===== src/rtl/reorder_emitter.sv =====
// -----------------------------------------------------------------------------
// reorder_emitter
//
// Consumer side of the packet status table. Packets entering the circular
// buffer are given reorder tags in allocation order (tail pointer). The head
// tag is driven to the status table. The 2-bit status read back decides what
// happens to the head packet:
//   00 pending  -> head stalls
//   11 accepted -> packet is offered downstream (emit_valid/emit_ready)
//   01 rejected -> packet is dropped (one-cycle drop_valid pulse)
//   10 illegal  -> treated as pending and recorded in the sticky status_error
// Packets therefore leave strictly in tag order.
//
// Handshake: emit_valid and emit_tag stay stable until a cycle where both
// emit_valid and emit_ready are high. The transfer happens on that clock edge.
// drop_valid is a pulse that needs no acknowledge.
//
// Optional feature (macro ORDER_TIMEOUT_EN): a head that stays pending for
// TIMEOUT_CYCLES cycles in CHECK is force-dropped, and timeout_drop pulses
// together with drop_valid. Without the macro, timeout_drop is tied to 0.
//
// Ports
//   clk                  clock
//   rst                  synchronous active-high reset
//   alloc_req            new packet requests a tag
//   alloc_grant          alloc_req && !full (combinational)
//   alloc_tag            tail tag, valid with alloc_grant
//   cb_reorder_tag       registered head tag to the status table
//   cb_rd_packet_status  status of the head tag
//   emit_valid           head accepted, waiting for downstream
//   emit_ready           downstream accepts
//   emit_tag             tag being emitted (== cb_reorder_tag)
//   drop_valid           one-cycle pulse: head rejected
//   drop_tag             tag being dropped (== cb_reorder_tag)
//   occupancy            tags allocated and not yet freed
//   full                 occupancy == CIRCULAR_BUFFER_SIZE
//   empty                occupancy == 0
//   status_error         sticky: status 10 seen at the head
//   timeout_drop         pulse: drop forced by the pending timeout
// -----------------------------------------------------------------------------
module reorder_emitter #(
    parameter int TAG_WIDTH            = 6,
    parameter int CIRCULAR_BUFFER_SIZE = 50,
    parameter int TIMEOUT_CYCLES       = 1024
) (
    input  logic                 clk,
    input  logic                 rst,
    input  logic                 alloc_req,
    output logic                 alloc_grant,
    output logic [TAG_WIDTH-1:0] alloc_tag,
    output logic [TAG_WIDTH-1:0] cb_reorder_tag,
    input  logic [1:0]           cb_rd_packet_status,
    output logic                 emit_valid,
    input  logic                 emit_ready,
    output logic [TAG_WIDTH-1:0] emit_tag,
    output logic                 drop_valid,
    output logic [TAG_WIDTH-1:0] drop_tag,
    output logic [TAG_WIDTH:0]   occupancy,
    output logic                 full,
    output logic                 empty,
    output logic                 status_error,
    output logic                 timeout_drop
);

    // Elaboration-time sanity check on the parameter set.
    if (CIRCULAR_BUFFER_SIZE > (2 ** TAG_WIDTH) || CIRCULAR_BUFFER_SIZE < 1 ||
        TIMEOUT_CYCLES < 2) begin : g_bad_params
        $error("reorder_emitter: illegal parameter combination");
    end

    localparam logic [TAG_WIDTH-1:0] LP_LAST_TAG = TAG_WIDTH'(CIRCULAR_BUFFER_SIZE - 1);
    localparam logic [TAG_WIDTH:0]   LP_FULL_OCC = (TAG_WIDTH + 1)'(CIRCULAR_BUFFER_SIZE);

    localparam logic [1:0] LP_ST_PENDING  = 2'b00;
    localparam logic [1:0] LP_ST_REJECTED = 2'b01;
    localparam logic [1:0] LP_ST_ILLEGAL  = 2'b10;
    localparam logic [1:0] LP_ST_ACCEPTED = 2'b11;

    typedef enum logic [2:0] {
        ST_EMPTY  = 3'd0,
        ST_CHECK  = 3'd1,
        ST_EMIT   = 3'd2,
        ST_DROP   = 3'd3,
        ST_SETTLE = 3'd4
    } state_t;

    state_t                r_state;
    state_t                w_state_next;
    logic [TAG_WIDTH-1:0]  r_head;
    logic [TAG_WIDTH-1:0]  r_tail;
    logic [TAG_WIDTH:0]    r_occ;
    logic                  r_status_error;

    logic                  w_full;
    logic                  w_empty;
    logic                  w_grant;
    logic                  w_free;
    logic                  w_head_adv;
    logic                  w_pending;
    logic                  w_timeout_hit;
    logic [TAG_WIDTH:0]    w_occ_next;
    logic                  w_emit_valid;
    logic                  w_drop_valid;

    function automatic logic [TAG_WIDTH-1:0] next_tag(input logic [TAG_WIDTH-1:0] t);
        return (t == LP_LAST_TAG) ? '0 : t + 1'b1;
    endfunction

    // full/empty come from the registered occupancy, so a tag freed in SETTLE
    // only becomes allocatable in the following cycle. This keeps a tag from
    // being reissued while the status table is still clearing its entry.
    assign w_full  = (r_occ == LP_FULL_OCC);
    assign w_empty = (r_occ == '0);
    // No grant is issued in a reset cycle, so alloc_grant reads 0 during reset.
    assign w_grant = alloc_req && !w_full && !rst;

    assign w_free     = (r_state == ST_SETTLE);
    assign w_head_adv = ((r_state == ST_EMIT) && emit_ready) || (r_state == ST_DROP);
    // Status 10 is handled exactly like 00 for stalling and timeout purposes.
    assign w_pending  = (cb_rd_packet_status == LP_ST_PENDING) ||
                        (cb_rd_packet_status == LP_ST_ILLEGAL);

    // A grant and a free in the same cycle cancel out.
    always_comb begin
        w_occ_next = r_occ;
        case ({w_grant, w_free})
            2'b10:   w_occ_next = r_occ + 1'b1;
            2'b01:   w_occ_next = r_occ - 1'b1;
            default: w_occ_next = r_occ;
        endcase
    end

`ifdef ORDER_TIMEOUT_EN
    localparam int LP_TO_W = $clog2(TIMEOUT_CYCLES) + 1;
    localparam logic [LP_TO_W-1:0] LP_TO_LAST = LP_TO_W'(TIMEOUT_CYCLES - 1);

    logic [LP_TO_W-1:0] r_pend_cnt;
    logic               r_timeout;

    assign w_timeout_hit = (r_state == ST_CHECK) && w_pending && (r_pend_cnt == LP_TO_LAST);

    // The counter only runs while the head sits pending in CHECK; any exit
    // from CHECK (including the timeout itself) restarts it from zero.
    always_ff @(posedge clk) begin
        if (rst) begin
            r_pend_cnt <= '0;
            r_timeout  <= 1'b0;
        end else begin
            if ((r_state == ST_CHECK) && w_pending && !w_timeout_hit) begin
                r_pend_cnt <= r_pend_cnt + 1'b1;
            end else begin
                r_pend_cnt <= '0;
            end
            // Registered alongside the move to DROP so it lines up with drop_valid.
            r_timeout <= w_timeout_hit;
        end
    end

    assign timeout_drop = r_timeout;
`else
    assign w_timeout_hit = 1'b0;
    assign timeout_drop  = 1'b0;
`endif

    // State register.
    always_ff @(posedge clk) begin
        if (rst) begin
            r_state <= ST_EMPTY;
        end else begin
            r_state <= w_state_next;
        end
    end

    // Next-state and FSM outputs.
    always_comb begin
        w_state_next = r_state;
        w_emit_valid = 1'b0;
        w_drop_valid = 1'b0;
        case (r_state)
            ST_EMPTY: begin
                if (!w_empty) begin
                    w_state_next = ST_CHECK;
                end
            end
            ST_CHECK: begin
                case (cb_rd_packet_status)
                    LP_ST_ACCEPTED: w_state_next = ST_EMIT;
                    LP_ST_REJECTED: w_state_next = ST_DROP;
                    default: begin
                        if (w_timeout_hit) begin
                            w_state_next = ST_DROP;
                        end
                    end
                endcase
            end
            ST_EMIT: begin
                w_emit_valid = 1'b1;
                if (emit_ready) begin
                    w_state_next = ST_SETTLE;
                end
            end
            ST_DROP: begin
                w_drop_valid = 1'b1;
                w_state_next = ST_SETTLE;
            end
            ST_SETTLE: begin
                // Decide on the post-decrement occupancy so the FSM parks in
                // EMPTY once the last tag is freed.
                w_state_next = (w_occ_next != '0) ? ST_CHECK : ST_EMPTY;
            end
            default: begin
                w_state_next = ST_EMPTY;
            end
        endcase
    end

    // Pointers, occupancy and the sticky error flag.
    always_ff @(posedge clk) begin
        if (rst) begin
            r_head         <= '0;
            r_tail         <= '0;
            r_occ          <= '0;
            r_status_error <= 1'b0;
        end else begin
            if (w_grant) begin
                r_tail <= next_tag(r_tail);
            end
            if (w_head_adv) begin
                r_head <= next_tag(r_head);
            end
            r_occ <= w_occ_next;
            if ((r_state == ST_CHECK) && (cb_rd_packet_status == LP_ST_ILLEGAL)) begin
                r_status_error <= 1'b1;
            end
        end
    end

    assign alloc_grant    = w_grant;
    assign alloc_tag      = r_tail;
    assign cb_reorder_tag = r_head;
    assign emit_valid     = w_emit_valid;
    assign emit_tag       = r_head;
    assign drop_valid     = w_drop_valid;
    assign drop_tag       = r_head;
    assign occupancy      = r_occ;
    assign full           = w_full;
    assign empty          = w_empty;
    assign status_error   = r_status_error;

endmodule


===== config.mk =====
export PLATFORM = sky130hd
export DESIGN_NAME = reorder_emitter
export DESIGN_NICKNAME = d
export VERILOG_FILES = /design/src/rtl/reorder_emitter.sv
export SDC_FILE = /design/constraint.sdc
export NUM_CORES = 1
export LEC_CHECK = 0
export BUFFER_PORTS_ARGS = -buffer_cell sky130_fd_sc_hd__buf_2
export CAP_MARGIN = 15
export CORE_MARGIN = 2
export CORE_UTILIZATION = 45
export CTS_CLUSTER_DIAMETER = 50
export DETAILED_ROUTE_END_ITERATION = 10
export PLACE_DENSITY = 0.71
export SYNTH_ARGS = -nofsm -noshare
export SYNTH_HDL_FRONTEND = slang
export SYNTH_SLANG_ARGS = --single-unit

===== constraint.sdc =====
create_clock -name clk -period 3.75 [get_ports clk]
set_input_delay 0.75 -clock clk [delete_from_list [all_inputs] [get_ports clk]]
set_output_delay 0.75 -clock clk [all_outputs]
set_load 0.005 [all_outputs]

==> impl_metrics.tcl, run 1 <==
set metrics [dict create \
    outcome "complete, no violations" \
    hold_start "status_error" \
    start_util_pct 47.4 \
    drtIter0Drc 57 \
    worstPathMaxFanout 8 \
    syn_area_um2 1460 \
    antenna_found_initial 0 \
    multiInputGateArea_um2 865 \
    area_growth_pct 12.4 \
    leakage_nw 0.849 \
    synth_edf_count 0 \
    via_per_inst 5.01 \
    synth_compound_area_share_pct 13.0 \
    holdWs_ns 0.522 \
    dr.pass1.iters 4 \
    die_h_um 60.9 \
    final_cell_mix "buf_2 (42), nor2_1 (32), dfxtp_1 (23), xor2_1 (10), ha_1 (10)" \
    cts_max_level 1 \
    finalHoldViolCount 0 \
    rows 20 \
    final.period_utilization_pct 82.8 \
    place_congestion 0.750 \
    cts_setup_buffers 0 \
    period_needed_ns 3.10 \
    regArea_um2 460 \
    crit_top_cell "ha_1" \
    grt_util_all_layers_pct 16.8 \
    skew_ns 0.0102 \
    synth-xor-area-share_pct 8.40 \
    cp-start-kind "flop" \
    cts.sink_count 23 \
    num_vias 1233 \
    power_uw 472 \
    synth_fp_nets 189 \
    hpwl_um 2210 \
    synthFlopType "dfxtp_1" \
    finalSetupViolations 0 \
    seqPwrFrac_pct 57.3 \
    ys_types 39 \
    place_ws_ns 0.419 \
    synthMuxAreaShare_pct 2.74 \
    power_density_nw_per_um2 288 \
    drc 0 \
    grt_pass1_wl_um 4660 \
    rsz0062_at_grt "false" \
    slew_violations 0 \
    drive_gt1_share_pct 26.7 \
    antenna_cells 0 \
    p_switching_uw 137 \
    async_flop_share_pct 0 \
    grt_overflow 0 \
    core_um2 3080 \
    switching_share_pct 29.0 \
    grt_max_degree 20 \
    p_clk_share_pct 24.5 \
    ir_worst_vdd_mv 0.130 \
    max-clock-path-buffers 2 \
    yosys_warnings 0 \
    grt_pass1_vias 1041 \
    drv_cap 0 \
    worst_slack_ns 0.646 \
    reg2regPathDepth 10 \
    ctsHoldBuffers 0 \
    fin_setup_tns_ns 0 \
    r2r_end "r_state[0]" \
    crit_path_top_delay_cell "nor4_1" \
    wire_per_inst_um 11.8 \
    synth_adder_area_share_pct 9.95 \
    min_to "status_error" \
    cts-root-buf "clkbuf_4" \
    ctsResizeCount 0 \
    crit_type "flop to flop" \
    cts_tree "built" \
    critPathCaptureType "flop" \
    arrival_ns 3.30 \
    required_ns 3.94 \
    fill_cells 314 \
    ios 44 \
    power.share.combinational_pct 18.2 \
    wirelength_um 2900 \
    fp.dieW_um 60.9 \
    synth_top_family_by_area "simple AND/OR/NAND/NOR gates" \
    syn_area_per_cell_um2 8.48 \
    ant_nets 0 \
    worst_setup_hold_path_clk_slew_ns 0.13 \
    yosys.area_share.simple_pct 24.9 \
    whs_path_depth 2 \
    crit_chain "nor4_1, a211oi_2, inv_1, ha_1, ha_1, and3_1, a221oi_1, mux2i_1, xor2_1, a41oi_1" \
    reg2reg_from "occupancy[0]" \
    final_util_pct 53.3 \
    nets 220 \
    portBuffers 42 \
    cts_buffers 3 \
    fmax_ghz 0.322 \
    p_int_uw 335 \
    dieArea_um2 3710 \
    crit_path_max_incr_delay_ns 0.49 \
    synth_seq_cells 23 \
    yosysSeqAreaShare_pct 31.6 \
    clock_latency_ns 0.31 \
    hold_path_class "flop to flop" \
    synthCells 172 \
    final_common_cell "buf_2" \
    r2r_slack_ns 0.65 \
]
-- cell families after synthesis --
kind of cell	after synthesis
DFF	23
other	1
and+or+nand+nor	71
muxes	4
adders and majority gates	11
AOI/OAI and AO/OA	26
buffers and inverters	22
xor gates and xnor gates	14
-- area by class of cell --
type,count,share of cell area [%]
inverters,6,1.37
clock buffers,3,1.37
multi-input cells,127,52.7
flip-flops and latches,23,28.1
well taps,44,3.36
clock inverters,1,0.305
repair buffers,42,12.8
-- power by group through the flow --
| stage | registers [mW] | logic (mW) | clock network (mW) |
|---|---|---|---|
| after global routing | 0.273 | 0.0973 | 0.126 |
| final | 0.271 | 0.0860 | 0.115 |
| after detailed placement | 0.276 | 0.0859 | 0 |
| after floorplan | 0.273 | 0.0637 | 0 |
| after CTS | 0.271 | 0.0864 | 0.118 |
| after global placement | 0.276 | 0.0849 | 0 |
-- synth_stat cells, types with 2 or more instances --
master    instances  area share, %
a21o_1            4            2.1
nor3_1            5            1.7
nor4_1            2           0.86
a21oi_1           9            3.1
or2_2             2           0.86
a311oi_1          2            1.2
nand4_1           5            2.1
and3_1            4            1.7
nor2b_1           3            1.3
ha_1             10            8.6
nand3_1           4            1.4
nor3b_1           2            1.0
nand2b_1          2           0.86
xor2_1           10            6.0
inv_1             6            1.5
dfxtp_1          23             32
mux2i_1           4            2.7
xnor2_1           4            2.4
nand2_1           6            1.5
buf_4            13            6.7
nor2_1           32            8.2
buf_2             2           0.69
a31oi_1           2           0.86
-- state kept, by name, indices dropped and copies added (netlist names) --
register,cells
alloc_tag,6
status_error,1
r_state,3
cb_reorder_tag,6
occupancy,7
-- how the worst max path moves through the flow --
stage | from | end | cells after the start
after floorplan | rst | r_state[0] | 10
after global placement | rst | r_state[0] | 10
after detailed placement | rst | r_state[0] | 10
after CTS | occupancy[0] | r_state[0] | 10
after global routing | occupancy[0] | r_state[0] | 10
final | occupancy[0] | r_state[0] | 10
-- metal layers --
layer	global-route usage, %	part of all wire (%)	up-vias
met5	0	0	-
met4	5.59	1.1	0
met3	3.41	5.0	4
met2	25.8	43	33
met1	23.4	51	546
li1	-	-	650
-- critical path, delay by kind of cell, from the launching register on --
family | cells | cell delay [ns]
adder cells (fa/ha/maj) | 2 | 0.67
AO/OA/AOI/OAI | 3 | 0.65
XOR/XNOR | 1 | 0.21
multiplexers | 1 | 0.26
buffers and inverters | 1 | 0.09
flip-flops | 1 | 0.42
AND/OR/NAND/NOR | 2 | 0.69
-- metrics by stage --
| stage | area, µm² | std cells |
|---|---|---|
| global placement | 1610 | 242 |
| CTS | 1640 | 246 |
| floorplan | 1460 | 172 |
| global route | 1640 | 246 |
| finish | 1640 | 246 |
| detailed placement | 1610 | 242 |
Power figures use the tool's default switching activity.
==> run 2, diff against run 1 <==
==> constraint.sdc (replaced) <==
create_clock -name clk -period 2.9 [get_ports clk]
set_input_delay 0.58 -clock clk [delete_from_list [all_inputs] [get_ports clk]]
set_output_delay 0.58 -clock clk [all_outputs]
set_load 0.005 [all_outputs]
==> run 2 against run 1 <==
Combinational power is 49% higher; clock skew is 0.0035 ns lower; non-clock buffer count is 10 higher; fmax increased by 17%; sequential share of layout area fell by 1.4 points; wire length grew 6.5%; global-route usage increased by 0.91 points; first-iteration DRC count fell by 39%; largest cell class unchanged; sequential cell count unchanged.
==> impl_metrics.tcl, run 2 (same netlist as run 1, synthesis figures left out) <==
set metrics [dict create \
    slew_violations 0 \
    cts_buffers 3 \
    r2r_slack_ns 0.25 \
    fp.dieW_um 60.9 \
    fmax_ghz 0.378 \
    seqPwrFrac_pct 55.2 \
    cts.sink_count 23 \
    die_h_um 60.9 \
    power_density_nw_per_um2 360 \
    hold_path_class "flop to flop" \
    cp-start-kind "flop" \
    period_needed_ns 2.65 \
    worstPathMaxFanout 7 \
    power_uw 623 \
    wirelength_um 3080 \
    final_cell_mix "buf_2 (42), nor2_1 (32), dfxtp_1 (23), xor2_1 (10), buf_4 (10)" \
    num_vias 1294 \
    portBuffers 42 \
    start_util_pct 47.4 \
    leakage_nw 0.902 \
    cts_max_level 1 \
    cts-root-buf "clkbuf_4" \
    critPathCaptureType "flop" \
    via_per_inst 5.05 \
    largest_register_ffs 7 \
    ctsHoldBuffers 0 \
    dr.pass1.iters 4 \
    worst_setup_hold_path_clk_slew_ns 0.13 \
    grt_pass1_wl_um 4910 \
    grt_overflow 0 \
    hpwl_um 2390 \
    p_int_uw 445 \
    area_growth_pct 18.5 \
    ir_worst_vdd_mv 0.228 \
    skew_ns 0.00671 \
    holdWs_ns 0.489 \
    power.share.combinational_pct 20.5 \
    clock_latency_ns 0.32 \
    grt_max_degree 19 \
    drc 0 \
    final_common_cell "buf_2" \
    crit_type "flop to flop" \
    grt_pass1_vias 1121 \
    ant_nets 0 \
    drive_gt1_share_pct 31.1 \
    switching_share_pct 28.6 \
    wire_per_inst_um 12.0 \
    drv_cap 0 \
    nets 230 \
    place_congestion 0.805 \
    place_ws_ns -0.106 \
    rows 20 \
    dieArea_um2 3710 \
    antenna_found_initial 0 \
    required_ns 3.11 \
    antenna_cells 0 \
    ios 44 \
    drtIter0Drc 35 \
    arrival_ns 2.86 \
    grt_util_all_layers_pct 17.7 \
    p_switching_uw 178 \
    finalHoldViolCount 0 \
    cts_tree "built" \
    final.period_utilization_pct 91.3 \
    final_util_pct 56.2 \
    p_clk_share_pct 24.3 \
    finalSetupViolations 0 \
    core_um2 3080 \
    max-clock-path-buffers 2 \
    worst_slack_ns 0.251 \
    outcome "complete, no violations" \
]
run 2: area by class of cell:
| class | instances | area (µm²) |
|---|---|---|
| well taps | 44 | 55.1 |
| inverters | 6 | 22.5 |
| clock buffers | 4 | 26.3 |
| flip-flops and latches | 23 | 460 |
| fillers | 300 | 1350 |
| multi-input cells | 127 | 880 |
| repair buffers | 52 | 285 |
run 2: metrics by stage:
| stage | cell area [µm²] | setup TNS [ns] | instances |
|---|---|---|---|
| after CTS | 1710 | 0 | 256 |
| after global placement | 1690 | -0.00108 | 252 |
| after detailed placement | 1690 | -0.135 | 252 |
| after floorplan | 1460 | 0 | 172 |
| after global routing | 1730 | -0.0199 | 256 |
| final | 1730 | 0 | 256 |
run 2: power groups by stage:
stage	Sequential [mW]	Clock, mW	Combinational [mW]
final	0.344	0.151	0.128
after global routing	0.346	0.166	0.144
after CTS	0.343	0.160	0.128
after detailed placement	0.351	0	0.127
after global placement	0.350	0	0.126
after floorplan	0.354	0	0.0824
run 2: worst paths after layout:
kind	startpoint	endpoint	cells past startpoint
setup / recovery	occupancy[5]	r_state[0]	10
hold / removal	status_error	status_error	2
setup reg to reg	occupancy[5]	r_state[0]	10
hold reg to reg	status_error	status_error	2
run 2: repair_timing:
action	in CTS	in global routing
endpoints found under the setup margin	0	3
gates resized for setup	0	3
setup buffers	0	0
run 2: per-layer routing:
metal | track usage, % | wire length (µm) | part of all wire (%) | vias up
li1 | - | - | - | 672
met1 | 21.9 | 1490 | 48 | 589
met2 | 29.6 | 1410 | 46 | 29
met3 | 5.76 | 154 | 5.0 | 4
met4 | 4.35 | 25 | 0.81 | 0
met5 | 0 | 0 | 0 | -
run 2: critical path: stages, from the launching register on:
cell      delay [ns]
dfxtp_1         0.34
and3_1          0.21
a211oi_2        0.26
inv_1           0.07
ha_2            0.24
fa_1            0.41
a21o_1          0.20
a221oi_2        0.25
mux2i_1         0.26
xor2_1          0.19
a41oi_1         0.12
==> run 3, diff against run 2 <==
==> constraint.sdc (replaced) <==
create_clock -name clk -period 2.9 [get_ports clk]
set_input_delay 0.145 -clock clk [delete_from_list [all_inputs] [get_ports clk]]
set_output_delay 0.145 -clock clk [all_outputs]
set_load 0.005 [all_outputs]
==> run 3 against run 2 <==
Fmax shrank 1.2%; critical path depth is the same; wire length shrank 1.3%; register-to-register slack lost 0.03 ns; via count shrank 2.9%; sequential power is essentially flat; die area is the same; sequential share of layout area grew 0.21 points; sequential cell count is the same; worst hold slack lost 0.38 ns; count of clock-buffer cells in the layout shrank 1.
==> impl_metrics.tcl, run 3 (same netlist as run 1, synthesis figures left out) <==
set metrics [dict create \
    final_cell_mix "buf_2 (42), nor2_1 (32), dfxtp_1 (23), xor2_1 (10)" \
    reg2reg_from "occupancy[0]" \
    via_per_inst 4.94 \
    reg2regPathDepth 10 \
    cts_tree "built" \
    final_util_pct 55.7 \
    fp.dieW_um 60.9 \
    drc 0 \
    cts_max_level 1 \
    antenna_found_initial 0 \
    worstPathMaxFanout 8 \
    core_um2 3080 \
    highest_layer "met4" \
    cts-root-buf "clkbuf_4" \
    cts.sink_count 23 \
    drive_gt1_share_pct 31.0 \
    place_ws_ns 0.00929 \
    dr.pass1.iters 4 \
    die_h_um 60.9 \
    ctsHoldBuffers 0 \
    largest_register_ffs 7 \
    fin_cells 254 \
    crit_path_top_delay_cell "nor4_2" \
    worst_setup_hold_path_clk_slew_ns 0.11 \
    antenna_cells 0 \
    wirelength_um 3050 \
    hold_start "cb_rd_packet_status[1]" \
    finalSetupViolations 0 \
    max-clock-path-buffers 2 \
    regArea_um2 460 \
    fin_setup_tns_ns 0 \
    cts_buffers 3 \
    holdWs_ns 0.113 \
    clock_latency_ns 0.31 \
    dieArea_um2 3710 \
    drtIter0Drc 52 \
    grt_util_all_layers_pct 17.8 \
    skew_ns 0.00722 \
    seqPwrFrac_pct 55.9 \
    min_to "status_error" \
    nets 228 \
    r2r_end "r_state[0]" \
    multiInputGateArea_um2 880 \
    finalHoldViolCount 0 \
    ir_worst_vdd_mv 0.263 \
    fill_cells 315 \
    crit_path_max_incr_delay_ns 0.36 \
    wl_met3_um 142 \
    place_inst 250 \
    ios 44 \
    drv_cap 0 \
    rows 20 \
    portBuffers 42 \
    critPathCaptureType "flop" \
    place_congestion 0.836 \
    crit_type "flop to flop" \
    num_vias 1256 \
    worst_slack_ns 0.219 \
    outcome "complete, no violations" \
    p_switching_uw 174 \
    arrival_ns 2.87 \
    grt_pass1_wl_um 4890 \
    grt_pass1_vias 1081 \
    wire_per_inst_um 12.0 \
    fmax_ghz 0.373 \
    switching_share_pct 28.3 \
    power.share.combinational_pct 20.8 \
    m1WireLength_um 1520 \
    power_density_nw_per_um2 358 \
    final.period_utilization_pct 92.5 \
    period_needed_ns 2.68 \
    crit_chain "nor4_2, a211oi_2, inv_1, ha_2, ha_1, a21o_1, a221oi_2, mux2i_1, xor2_1, a41oi_1" \
    hold_path_class "primary input to flop" \
    rsz0062_at_grt "false" \
    slew_violations 0 \
    p_clk_share_pct 23.3 \
    area_growth_pct 17.6 \
    ant_nets 0 \
    grt_overflow 0 \
    required_ns 3.09 \
    final_common_cell "buf_2" \
    grt_max_degree 19 \
    start_util_pct 47.4 \
    whs_path_depth 3 \
    hpwl_um 2340 \
    leakage_nw 0.894 \
    cp-start-kind "flop" \
    p_int_uw 441 \
    wl_met2_um 1340 \
    r2r_slack_ns 0.22 \
]
run 3: final cells by class:
cell class | instances | share of cell area [%]
clock buffers | 3 | 1.31
clock inverters | 1 | 0.292
inverters | 6 | 1.31
multi-input cells | 127 | 51.3
flip-flops and latches | 23 | 26.8
well taps | 44 | 3.21
repair buffers | 50 | 15.8
run 3: how the worst max path moves through the flow:
stage | startpoint | to | slack (ns) | depth (start not counted)
after floorplan | occupancy[1] | r_state[0] | 0.11 | 10
after global placement | occupancy[2] | r_state[0] | 0.10 | 10
after detailed placement | occupancy[2] | r_state[0] | 0.009 | 10
after CTS | occupancy[0] | r_state[0] | 0.09 | 10
after global routing | occupancy[0] | r_state[0] | 0.05 | 10
final | occupancy[0] | r_state[0] | 0.22 | 10
run 3: stage by stage:
| step | cell area, µm² | power, mW |
|---|---|---|
| floorplan | 1460 | 0.436 |
| global placement | 1670 | 0.476 |
| detailed placement | 1670 | 0.477 |
| CTS | 1710 | 0.623 |
| global route | 1720 | 0.656 |
| finish | 1720 | 0.615 |
run 3: critical path: cells and delay by family (launching register included):
family          cells  cell delay, ns
compound gates      4            0.75
xor+xnor            1            0.20
fa+ha+maj           2            0.59
buf+inv             1            0.08
flops               1            0.34
mux                 1            0.26
simple gates        1            0.36
run 3: metal layers:
metal	global-route usage, %	vias to the layer above
met1	24.6	560
met2	26.7	29
met3	4.90	4
met4	5.90	0
li1	-	663
met5	0	-
run 3: repair_timing:
item / CTS / global route
buffers inserted: 0 / 0
gates resized for setup: 1 / 2
gates cloned: 0 / 0
endpoints found under the setup margin: 1 / 2
run 3: power groups by stage:
stage | registers [mW] | logic [mW] | clock network, mW
3_5_place_dp | 0.351 | 0.126 | 0
5_1_grt | 0.347 | 0.143 | 0.166
4_1_cts | 0.344 | 0.128 | 0.151
6_report | 0.344 | 0.128 | 0.143
2_1_floorplan | 0.354 | 0.0824 | 0
3_3_place_gp | 0.350 | 0.125 | 0
